===== src/rtl/tier2_ram_reader_pkg.sv =====
// Shared tier2 definitions: default RAM geometry and the reader state encoding.
package tier2_ram_reader_pkg;

  localparam int T2_ADDR_WIDTH = 14;
  localparam int T2_WORD_WIDTH = 18;
  localparam int T2_DEPTH      = 12288;

  typedef enum logic [1:0] {
    ST_IDLE  = 2'd0,
    ST_READ  = 2'd1,
    ST_DRAIN = 2'd2,
    ST_DONE  = 2'd3
  } state_t;

endpackage


===== src/rtl/tier2_skid_fifo.sv =====
// Two-entry FIFO that holds words captured from the RAM until downstream
// accepts them.
// Ports:
//   clk, rst  clock, async active-high reset
//   push, din capture a word (caller guarantees space, counting a same-cycle pop)
//   pop       remove the head word (ignored when empty)
//   dout      head word, 0 when empty
//   count     occupancy 0..2
module tier2_skid_fifo #(
  parameter int WIDTH = 18
) (
  input  logic             clk,
  input  logic             rst,
  input  logic             push,
  input  logic [WIDTH-1:0] din,
  input  logic             pop,
  output logic [WIDTH-1:0] dout,
  output logic [1:0]       count
);

  logic [WIDTH-1:0] head, tail;
  logic             pop_eff;

  assign pop_eff = pop && (count != 2'd0);
  assign dout    = (count != 2'd0) ? head : '0;

  always_ff @(posedge clk or posedge rst) begin
    if (rst) begin
      head  <= '0;
      tail  <= '0;
      count <= 2'd0;
    end else begin
      case ({push, pop_eff})
        2'b10: begin
          if (count == 2'd0) head <= din;
          else               tail <= din;
          count <= count + 2'd1;
        end
        2'b01: begin
          head  <= tail;
          count <= count - 2'd1;
        end
        2'b11: begin
          // Head leaves; the new word lands behind whatever remains.
          if (count == 2'd1) begin
            head <= din;
          end else begin
            head <= tail;
            tail <= din;
          end
        end
        default: ;
      endcase
    end
  end

endmodule


===== src/rtl/tier2_ram_reader.sv =====
// Reads a burst of words from a RAM port shared with a writer and streams them
// out through a 2-entry FIFO with valid/ready handshake.
// Ports:
//   rd_clk, rst_syn            clock, async active-high reset
//   start, start_addr, word_count  burst request (sampled in IDLE only)
//   lram_write_en              writer strobe; the writer owns the port when high
//   laddr_rd, lram_read_en     RAM read request
//   ldata_ram                  RAM data, valid the cycle after an issued read
//   out_data, out_valid, out_ready  output stream
//   busy, done                 burst status
module tier2_ram_reader
  import tier2_ram_reader_pkg::*;
#(
  parameter int ADDR_WIDTH = T2_ADDR_WIDTH,
  parameter int WORD_WIDTH = T2_WORD_WIDTH,
  parameter int DEPTH      = T2_DEPTH
) (
  input  logic                  rd_clk,
  input  logic                  rst_syn,
  input  logic                  start,
  input  logic [ADDR_WIDTH-1:0] start_addr,
  input  logic [ADDR_WIDTH-1:0] word_count,
  input  logic                  lram_write_en,
  output logic [ADDR_WIDTH-1:0] laddr_rd,
  output logic                  lram_read_en,
  input  logic [WORD_WIDTH-1:0] ldata_ram,
  output logic [WORD_WIDTH-1:0] out_data,
  output logic                  out_valid,
  input  logic                  out_ready,
  output logic                  busy,
  output logic                  done
);

  state_t                state;
  logic [ADDR_WIDTH-1:0] addr;
  logic [ADDR_WIDTH-1:0] remaining;
  logic                  inflight;
  logic [1:0]            occ;
  logic [1:0]            net_occ;
  logic [2:0]            pending;
  logic                  pop;
  logic                  issue;
  logic [ADDR_WIDTH-1:0] next_addr;

  assign pop     = out_valid && out_ready;
  // Occupancy net of this cycle's pop: lets a read issue while the head word
  // leaves, which is what sustains one word per cycle.
  assign net_occ = occ - {1'b0, pop};
  assign pending = {1'b0, net_occ} + {2'b00, inflight};

  assign issue = (state == ST_READ) && (remaining != '0) && !lram_write_en &&
                 (pending < 3'd2);

  assign lram_read_en = issue;
  assign laddr_rd     = issue ? addr : '0;
  assign out_valid    = (occ != 2'd0);

  assign next_addr = (addr == ADDR_WIDTH'(DEPTH - 1)) ? '0 : addr + ADDR_WIDTH'(1);

  // The in-flight flag doubles as the capture strobe for the RAM's 1-cycle data.
  tier2_skid_fifo #(.WIDTH(WORD_WIDTH)) u_fifo (
    .clk   (rd_clk),
    .rst   (rst_syn),
    .push  (inflight),
    .din   (ldata_ram),
    .pop   (pop),
    .dout  (out_data),
    .count (occ)
  );

  always_ff @(posedge rd_clk or posedge rst_syn) begin
    if (rst_syn) begin
      state     <= ST_IDLE;
      addr      <= '0;
      remaining <= '0;
      inflight  <= 1'b0;
      busy      <= 1'b0;
      done      <= 1'b0;
    end else begin
      inflight <= issue;
      done     <= 1'b0;
      case (state)
        ST_IDLE: begin
          if (start) begin
            addr      <= start_addr;
            remaining <= word_count;
            if (word_count == '0) begin
              state <= ST_DONE;
              done  <= 1'b1;
            end else begin
              state <= ST_READ;
              busy  <= 1'b1;
            end
          end
        end
        ST_READ: begin
          if (issue) begin
            addr      <= next_addr;
            remaining <= remaining - ADDR_WIDTH'(1);
            if (remaining == ADDR_WIDTH'(1)) state <= ST_DRAIN;
          end
        end
        ST_DRAIN: begin
          // Leave on the edge that pops the final word.
          if (!inflight && net_occ == 2'd0) begin
            state <= ST_DONE;
            done  <= 1'b1;
            busy  <= 1'b0;
          end
        end
        ST_DONE: begin
          state <= ST_IDLE;
        end
        default: state <= ST_IDLE;
      endcase
    end
  end

endmodule


===== config.mk =====
export PLATFORM = sky130hd
export DESIGN_NAME = tier2_ram_reader
export DESIGN_NICKNAME = d
export VERILOG_FILES = /design/src/rtl/tier2_ram_reader_pkg.sv /design/src/rtl/tier2_skid_fifo.sv /design/src/rtl/tier2_ram_reader.sv
export SDC_FILE = /design/constraint.sdc
export NUM_CORES = 1
export LEC_CHECK = 0
export CELL_PAD_IN_SITES_DETAIL_PLACEMENT = 1
export CELL_PAD_IN_SITES_GLOBAL_PLACEMENT = 2
export CORE_UTILIZATION = 28
export DETAILED_ROUTE_END_ITERATION = 8
export PLACE_DENSITY_LB_ADDON = 0.1
export SLEW_MARGIN = 20
export SYNTH_ARGS = -nofsm -noshare
export SYNTH_HDL_FRONTEND = slang
export SYNTH_SLANG_ARGS = --single-unit

===== constraint.sdc =====
create_clock -name rd_clk -period 2.93 [get_ports rd_clk]
set_input_delay 0.586 -clock rd_clk [delete_from_list [all_inputs] [get_ports rd_clk]]
set_output_delay 0.586 -clock rd_clk [all_outputs]
set_load 0.02 [all_outputs]

== Word-level counts from Yosys, hierarchy flattened ==
Index checks and enable logic that the tools add are counted.
Widths: inputs -> output; s select.
Word-level totals
  register bits: 71
  input bits: 51
  output and inout bits: 36
Operators by class
  add/sub/neg operators: 6
  magnitude comparators: 1
  equal/unequal tests: 17
  muxes and demuxes: 30
  reduce and logical (&&, ||, !) cells: 24
Operator list (count)
  $mux 18: 5
  $mux 14: 6
  $pmux 14 s2: 2
  $pmux 18 s3: 1
  $pmux 18 s2: 1
  $add 14x1->14 const B: 1
  $eq 14x1->1 const B: 1
  $eq 14x14->1 const B: 1
  $logic_not 14->1: 1
  $reduce_bool 14->1: 1
  $sub 14x1->14 const B: 1
  $ne 2x2->1 const B: 6
  $mux 2: 5
  $reduce_bool 2->1: 5
  $eq 2x2->1 const B: 4
  $pmux 2 s4: 1
  $reduce_and 4->1: 2
  $eq 2x1->1 const B: 3
  $logic_and 1x1->1: 6
  $logic_not 2->1: 3
  $mux 1: 6
  $reduce_and 3->1: 2
  $ne 2x1->1 const B: 2
  $pmux 1 s2: 2
  other kinds (9): 10

== Longest topological paths before layout ==
  word-level depth: 8
  depth in mapped cells: 12

== Hierarchy ==
Synthesis repeated with hierarchy kept, for this count alone.
Unflattened totals
  cell total of the unflattened synthesis: 479
  area, all modules: 4384.2 um2
Modules (own cells, without submodules)
  tier2_ram_reader: times used 1, cells each 292, area an instance 2432.3 um2, seq. area each 825.8 um2
  tier2_skid_fifo: times used 1, cells each 187, area an instance 1951.9 um2, seq. area each 950.9 um2

== Worst setup path after synthesis ==
No wires, ideal clock.
  path type: register to output
  start point: register u_fifo.count[0]
  end point: output port laddr_rd[10]
  arrival: 2.590 ns
  setup slack: -0.246 ns
  stages on the path, launching flop included: 11
  path through: dfrtp_1 inv_1 ha_1 clkbuf_1 nor2b_1 ha_1 xor2_1 nor3_1 and3_1 clkbuf_1 and2_1
On the way
  longest elaborated chain between the ends: 7
Ends and longest elaborated chain
  start, declared: RTL line tier2_skid_fifo.sv:18  | output logic [1:0] count
  start signal, assigned: RTL line tier2_skid_fifo.sv:37  | count <= count + 2'd1;
  start signal, assigned: RTL line tier2_skid_fifo.sv:41  | count <= count - 2'd1;
  $reduce_bool 2->1: RTL line tier2_ram_reader.sv:56  | assign out_valid = (occ != 2'd0);
  $logic_and 1x1->1: RTL line tier2_ram_reader.sv:45  | assign pop = out_valid && out_ready;
  $sub 2x1->2 *: RTL line tier2_ram_reader.sv:48  | assign net_occ = occ - {1'b0, pop};
  $add 2x1->3 *: RTL line tier2_ram_reader.sv:49  | assign pending = {1'b0, net_occ} + {2'b00, inflight};
  $lt 3x2->1 *: RTL line tier2_ram_reader.sv:52  | (pending < 3'd2);
  $logic_and 1x1->1 *: RTL line tier2_ram_reader.sv:51  | assign issue = (state == ST_READ) && (remaining != '0) && !lram_write_en &&
  named net lram_read_en: RTL line tier2_ram_reader.sv:25  | output logic lram_read_en,
  $mux 14 *: RTL line tier2_ram_reader.sv:55  | assign laddr_rd = issue ? addr : '0;
  end, declared: RTL line tier2_ram_reader.sv:24  | output logic [ADDR_WIDTH-1:0] laddr_rd,
The timed path passes the listed nets; every way through them passes the cells marked *.

== Final worst setup path ==
  start point: register u_fifo.count[0]
  end point: output port laddr_rd[1]
On the way
  longest elaborated chain between the ends: 7
Ends and longest elaborated chain (RTL line)
  $reduce_bool 2->1: tier2_ram_reader.sv:56
  $logic_and 1x1->1: tier2_ram_reader.sv:45
  $sub 2x1->2 *: tier2_ram_reader.sv:48
  $add 2x1->3 *: tier2_ram_reader.sv:49
  $lt 3x2->1 *: tier2_ram_reader.sv:52
  $logic_and 1x1->1 *: tier2_ram_reader.sv:51
  $mux 14 *: tier2_ram_reader.sv:55
Every way passes the cells marked *; elsewhere a longest branch is shown, timed or not.

==> impl_metrics.xml <==
<?xml version="1.0" encoding="UTF-8"?>
<metrics>
  <group name="sta">
    <metric name="setup_violations" unit="">0</metric>
    <metric name="worst-slew-pin-transition" unit="ns">0.6474</metric>
    <metric name="maxSlewHeadroom" unit="%">56.44</metric>
    <metric name="finalWorstSetupSlack" unit="ns">0.1582</metric>
    <metric name="setup_repair_after_global_routing_missed_its_margin" unit="">no</metric>
    <metric name="timing.final.max_slew_violations" unit="">0</metric>
    <metric name="final.setup_skew" unit="ns">0.006400</metric>
    <metric name="period_minus_slack" unit="ns">2.772</metric>
    <metric name="hold_ws" unit="ns">0.4757</metric>
    <metric name="finalHoldViolCount" unit="">0</metric>
    <metric name="fin_crit_sh" unit="%">94.60</metric>
    <metric name="fmax" unit="GHz">0.3608</metric>
    <metric name="tns" unit="ns">0</metric>
  </group>
  <group name="critical_path">
    <metric name="critical_path_end_type" unit="">output pin</metric>
    <metric name="worstSetupPathType" unit="">reg -&gt; out</metric>
    <metric name="critical_path_required" unit="ns">2.34</metric>
    <metric name="crit_path_max_fanout" unit="">16</metric>
    <metric name="startpoint_type" unit="">register</metric>
    <metric name="reg2reg_depth" unit="">11</metric>
    <metric name="critical_path.endpoint" unit="">laddr_rd[1]</metric>
    <metric name="ff2ff_setup_slack" unit="ns">0.47</metric>
    <metric name="worstSetupStartpoint" unit="">u_fifo.count[0]</metric>
    <metric name="cp.arrival" unit="ns">2.19</metric>
    <metric name="crit-reg2reg-capture" unit="">state[1]</metric>
    <metric name="critical_path.reg2reg.startpoint" unit="">u_fifo.count[0]</metric>
  </group>
  <group name="floorplanning">
    <metric name="start_util" unit="%">28.99</metric>
    <metric name="io_pins" unit="">87</metric>
    <metric name="floorplan.core_area" unit="mm2">0.01399</metric>
    <metric name="row_count" unit="">43</metric>
    <metric name="fp.dieArea" unit="mm2">0.01497</metric>
    <metric name="chipHeight" unit="um">122.3</metric>
    <metric name="die_width" unit="um">122.3</metric>
  </group>
  <group name="grt">
    <metric name="grt_start_max_net_pins" unit="">58</metric>
    <metric name="antenna_found_initial" unit="">0</metric>
    <metric name="grt_pass1_vias" unit="">3755</metric>
    <metric name="grt_use_total" unit="%">17.15</metric>
    <metric name="global_route.overflow_total" unit="">0</metric>
    <metric name="global_route.usage.met3" unit="%">4.507</metric>
    <metric name="global_route_wire_length_before_repair" unit="mm">19.71</metric>
    <metric name="grtUsageMet1" unit="%">21.27</metric>
    <metric name="grt_util_met2" unit="%">29.35</metric>
    <metric name="globalRoute.busiestLayer" unit="">met2</metric>
  </group>
  <group name="clock_network">
    <metric name="root_buffer_master" unit="">clkbuf_16</metric>
    <metric name="cts.path.max_buffers" unit="">2</metric>
    <metric name="clkLatencyLatePin" unit="ns">0.34</metric>
    <metric name="h-tree-depth" unit="">3</metric>
    <metric name="tritoncts_clock_tree" unit="">built</metric>
    <metric name="cts_buffers" unit="">9</metric>
    <metric name="clkSlewWorstSetupHoldPaths" unit="ns">0.06</metric>
    <metric name="cts_num_sinks" unit="">71</metric>
  </group>
  <group name="finish">
    <metric name="area.growth.synth_to_final" unit="%">36.13</metric>
    <metric name="insertedDiodeCount" unit="">0</metric>
    <metric name="drive_gt1_share" unit="%">16.67</metric>
    <metric name="stdcell_count" unit="">708</metric>
    <metric name="layout.nets" unit="">587</metric>
  </group>
  <group name="logic_synthesis">
    <metric name="cell_count_after_synthesis" unit="">430</metric>
    <metric name="synthXorXnorAreaFrac" unit="%">0.6479</metric>
    <metric name="postSynth.asyncResetShare" unit="%">100.0</metric>
    <metric name="synth_top_family_by_area" unit="">compound AO/OA/AOI/OAI gates</metric>
    <metric name="ys_ff_latch" unit="">71</metric>
    <metric name="synth_compound_gate_area_share" unit="%">21.91</metric>
    <metric name="syn_area" unit="mm2">0.004055</metric>
    <metric name="seq_area_frac_synth" unit="%">43.81</metric>
    <metric name="synth_nets" unit="">494</metric>
    <metric name="synth_enable_flop_cells" unit="">0</metric>
    <metric name="synth_top_flop_cell" unit="">dfrtp_1</metric>
    <metric name="ys.warnings.count" unit="">0</metric>
    <metric name="post_synth_and_or_nand_nor_area_fraction" unit="%">18.85</metric>
    <metric name="synth_cell_type_count" unit="">58</metric>
    <metric name="post_synth.cell_area_avg" unit="um2">9.431</metric>
    <metric name="share_of_synthesized_cell_area_in_full_adder_half_adder_and_majority_cells" unit="%">4.011</metric>
    <metric name="post_synth_mux_area_share" unit="%">6.109</metric>
  </group>
  <group name="status">
    <metric name="outcome" unit="">finished, final reports clean</metric>
  </group>
  <group name="routing">
    <metric name="vias_after_detailed_routing" unit="">3601</metric>
    <metric name="drcViolationCount" unit="">0</metric>
    <metric name="finalWirelength" unit="mm">11.61</metric>
    <metric name="dr.first_iter.drc_count" unit="">134</metric>
    <metric name="vias_per_cell" unit="">5.086</metric>
    <metric name="drt_pre_antenna_iters" unit="">4</metric>
    <metric name="final_antenna_net_count" unit="">0</metric>
    <metric name="wl_per_cell" unit="um">16.40</metric>
  </group>
  <group name="placement">
    <metric name="detailedPlacementHpwl" unit="mm">8.216</metric>
    <metric name="globalplace.congestion" unit="">0.7602</metric>
    <metric name="dp.cells" unit="">691</metric>
    <metric name="detailedPlace.worstSlack" unit="ns">-0.4809</metric>
    <metric name="io_buffers" unit="">86</metric>
  </group>
  <group name="power_and_ir_drop">
    <metric name="power.static_leakage" unit="nW">2.297</metric>
    <metric name="p_total" unit="mW">6.144</metric>
    <metric name="ir_worst_vdd" unit="uV">421.7</metric>
    <metric name="cellPowerDensity" unit="mW/mm2">1113</metric>
  </group>
  <group name="min_path">
    <metric name="hold_wc_path_type" unit="">reg -&gt; reg</metric>
  </group>
  <group name="job">
    <metric name="drv.max_cap_violation_count" unit="">0</metric>
  </group>
</metrics>
-- layout make-up --
type / count / area [um2]
clock buffer: 10 / 229.0
multi-input combinational: 313 / 2121
fill: 1620 / 8468
clock inverter: 6 / 70.07
sequential: 71 / 1777
tap: 180 / 225.2
inverter: 22 / 82.58
timing repair buffer: 106 / 1016
-- worst min path at each step --
stage	slack, ns	cells past startpoint	from	end
after floorplan	0.44	2	u_fifo.head[0]	u_fifo.head[0]
after global placement	0.45	2	u_fifo.head[6]	u_fifo.head[6]
after detailed placement	0.46	2	u_fifo.head[7]	u_fifo.head[7]
after CTS	0.48	2	u_fifo.head[7]	u_fifo.head[7]
after global routing	0.51	2	u_fifo.head[0]	u_fifo.head[0]
final	0.48	2	u_fifo.head[3]	u_fifo.head[3]
-- cell families after synthesis --
kind of cell	Yosys count
xor gates and xnor gates	3
adders and majority gates	13
DFF	71
muxes	22
and+or+nand+nor	141
AOI/OAI and AO/OA	134
buffers and inverters	46
-- repair_timing --
action	4_1_cts	5_1_grt
buffers inserted	0	1
setup endpoints to repair	15	15
hold buffers	0	0
gates resized for setup	72	2
pin swaps	1	1
-- cell usage in the layout (no fill, tap or decap), drive strengths merged, types with 13 or more instances in the layout --
master / netlist / final
a21oi: 26 / 26
inv: 22 / 23
and2: 16 / 16
nor2b: 25 / 25
nand2: 44 / 44
dfrtp: 71 / 71
buf: 10 / 34
mux2: 19 / 19
clkdlybuf4s50: 0 / 70
a22oi: 20 / 20
ha: 13 / 13
o21ai: 44 / 44
-- sequential cells by signal, indices dropped and copies added (netlist names) --
name          count
addr             14
busy              1
done              1
inflight          1
remaining        14
state             2
u_fifo.count      2
u_fifo.head      18
u_fifo.tail      18
-- where the power goes --
group | total (mW) | switching (mW) | internal, mW
combinational | 3.17 | 1.70 | 1.46
clock | 1.10 | 0.438 | 0.663
sequential | 1.88 | 0.404 | 1.47
-- routing by layer --
layer | wire length (um) | share of wire, %
met1 | 5357 | 46
met2 | 5682 | 49
met3 | 460 | 4.0
met4 | 107 | 0.92
met5 | 0 | 0
-- metrics by stage --
step	utilization [%]	instance area (um2)
global route	39.46	5520
finish	39.46	5520
detailed placement	37.48	5243
CTS	39.35	5504
global placement	37.48	5243
floorplan	-	4061
-- synth_stat cells (3+ instances only) --
library cell  number  area share, %
dfrtp_1           71             44
nand2_1           44            4.1
o21ai_0           43            5.3
a21oi_1           26            3.2
nor2b_1           25            3.9
inv_1             22            2.0
a22oi_1           20            3.7
mux2_2            18            5.0
and2_1            15            2.3
clkbuf_1          14            1.3
ha_1              13            4.0
nor2_1            10           0.93
nor3_1             9            1.1
buf_2              7           0.86
nand4_1            7            1.1
a22o_1             6            1.3
o22ai_1            6           0.93
and3_1             5           0.77
o32ai_1            5            1.1
a31oi_1            4           0.62
nand3_1            4           0.49
nor4_1             4           0.62
a2bb2oi_1          3           0.65
mux2i_1            3           0.74
nand2b_1           3           0.46
o22a_1             3           0.65
o2bb2ai_1          3           0.65
-- critical path: stages, from the launching register on --
cell and delay [ns]:
dfrtp_1 0.37, inv_1 0.08, ha_2 0.19, nor2b_2 0.04, ha_1 0.18, xor2_1 0.16, nor3_2 0.19, and3_4 0.22
buf_12 0.13, and2_1 0.12, buf_2 0.15
Power figures use the tool's default switching activity.
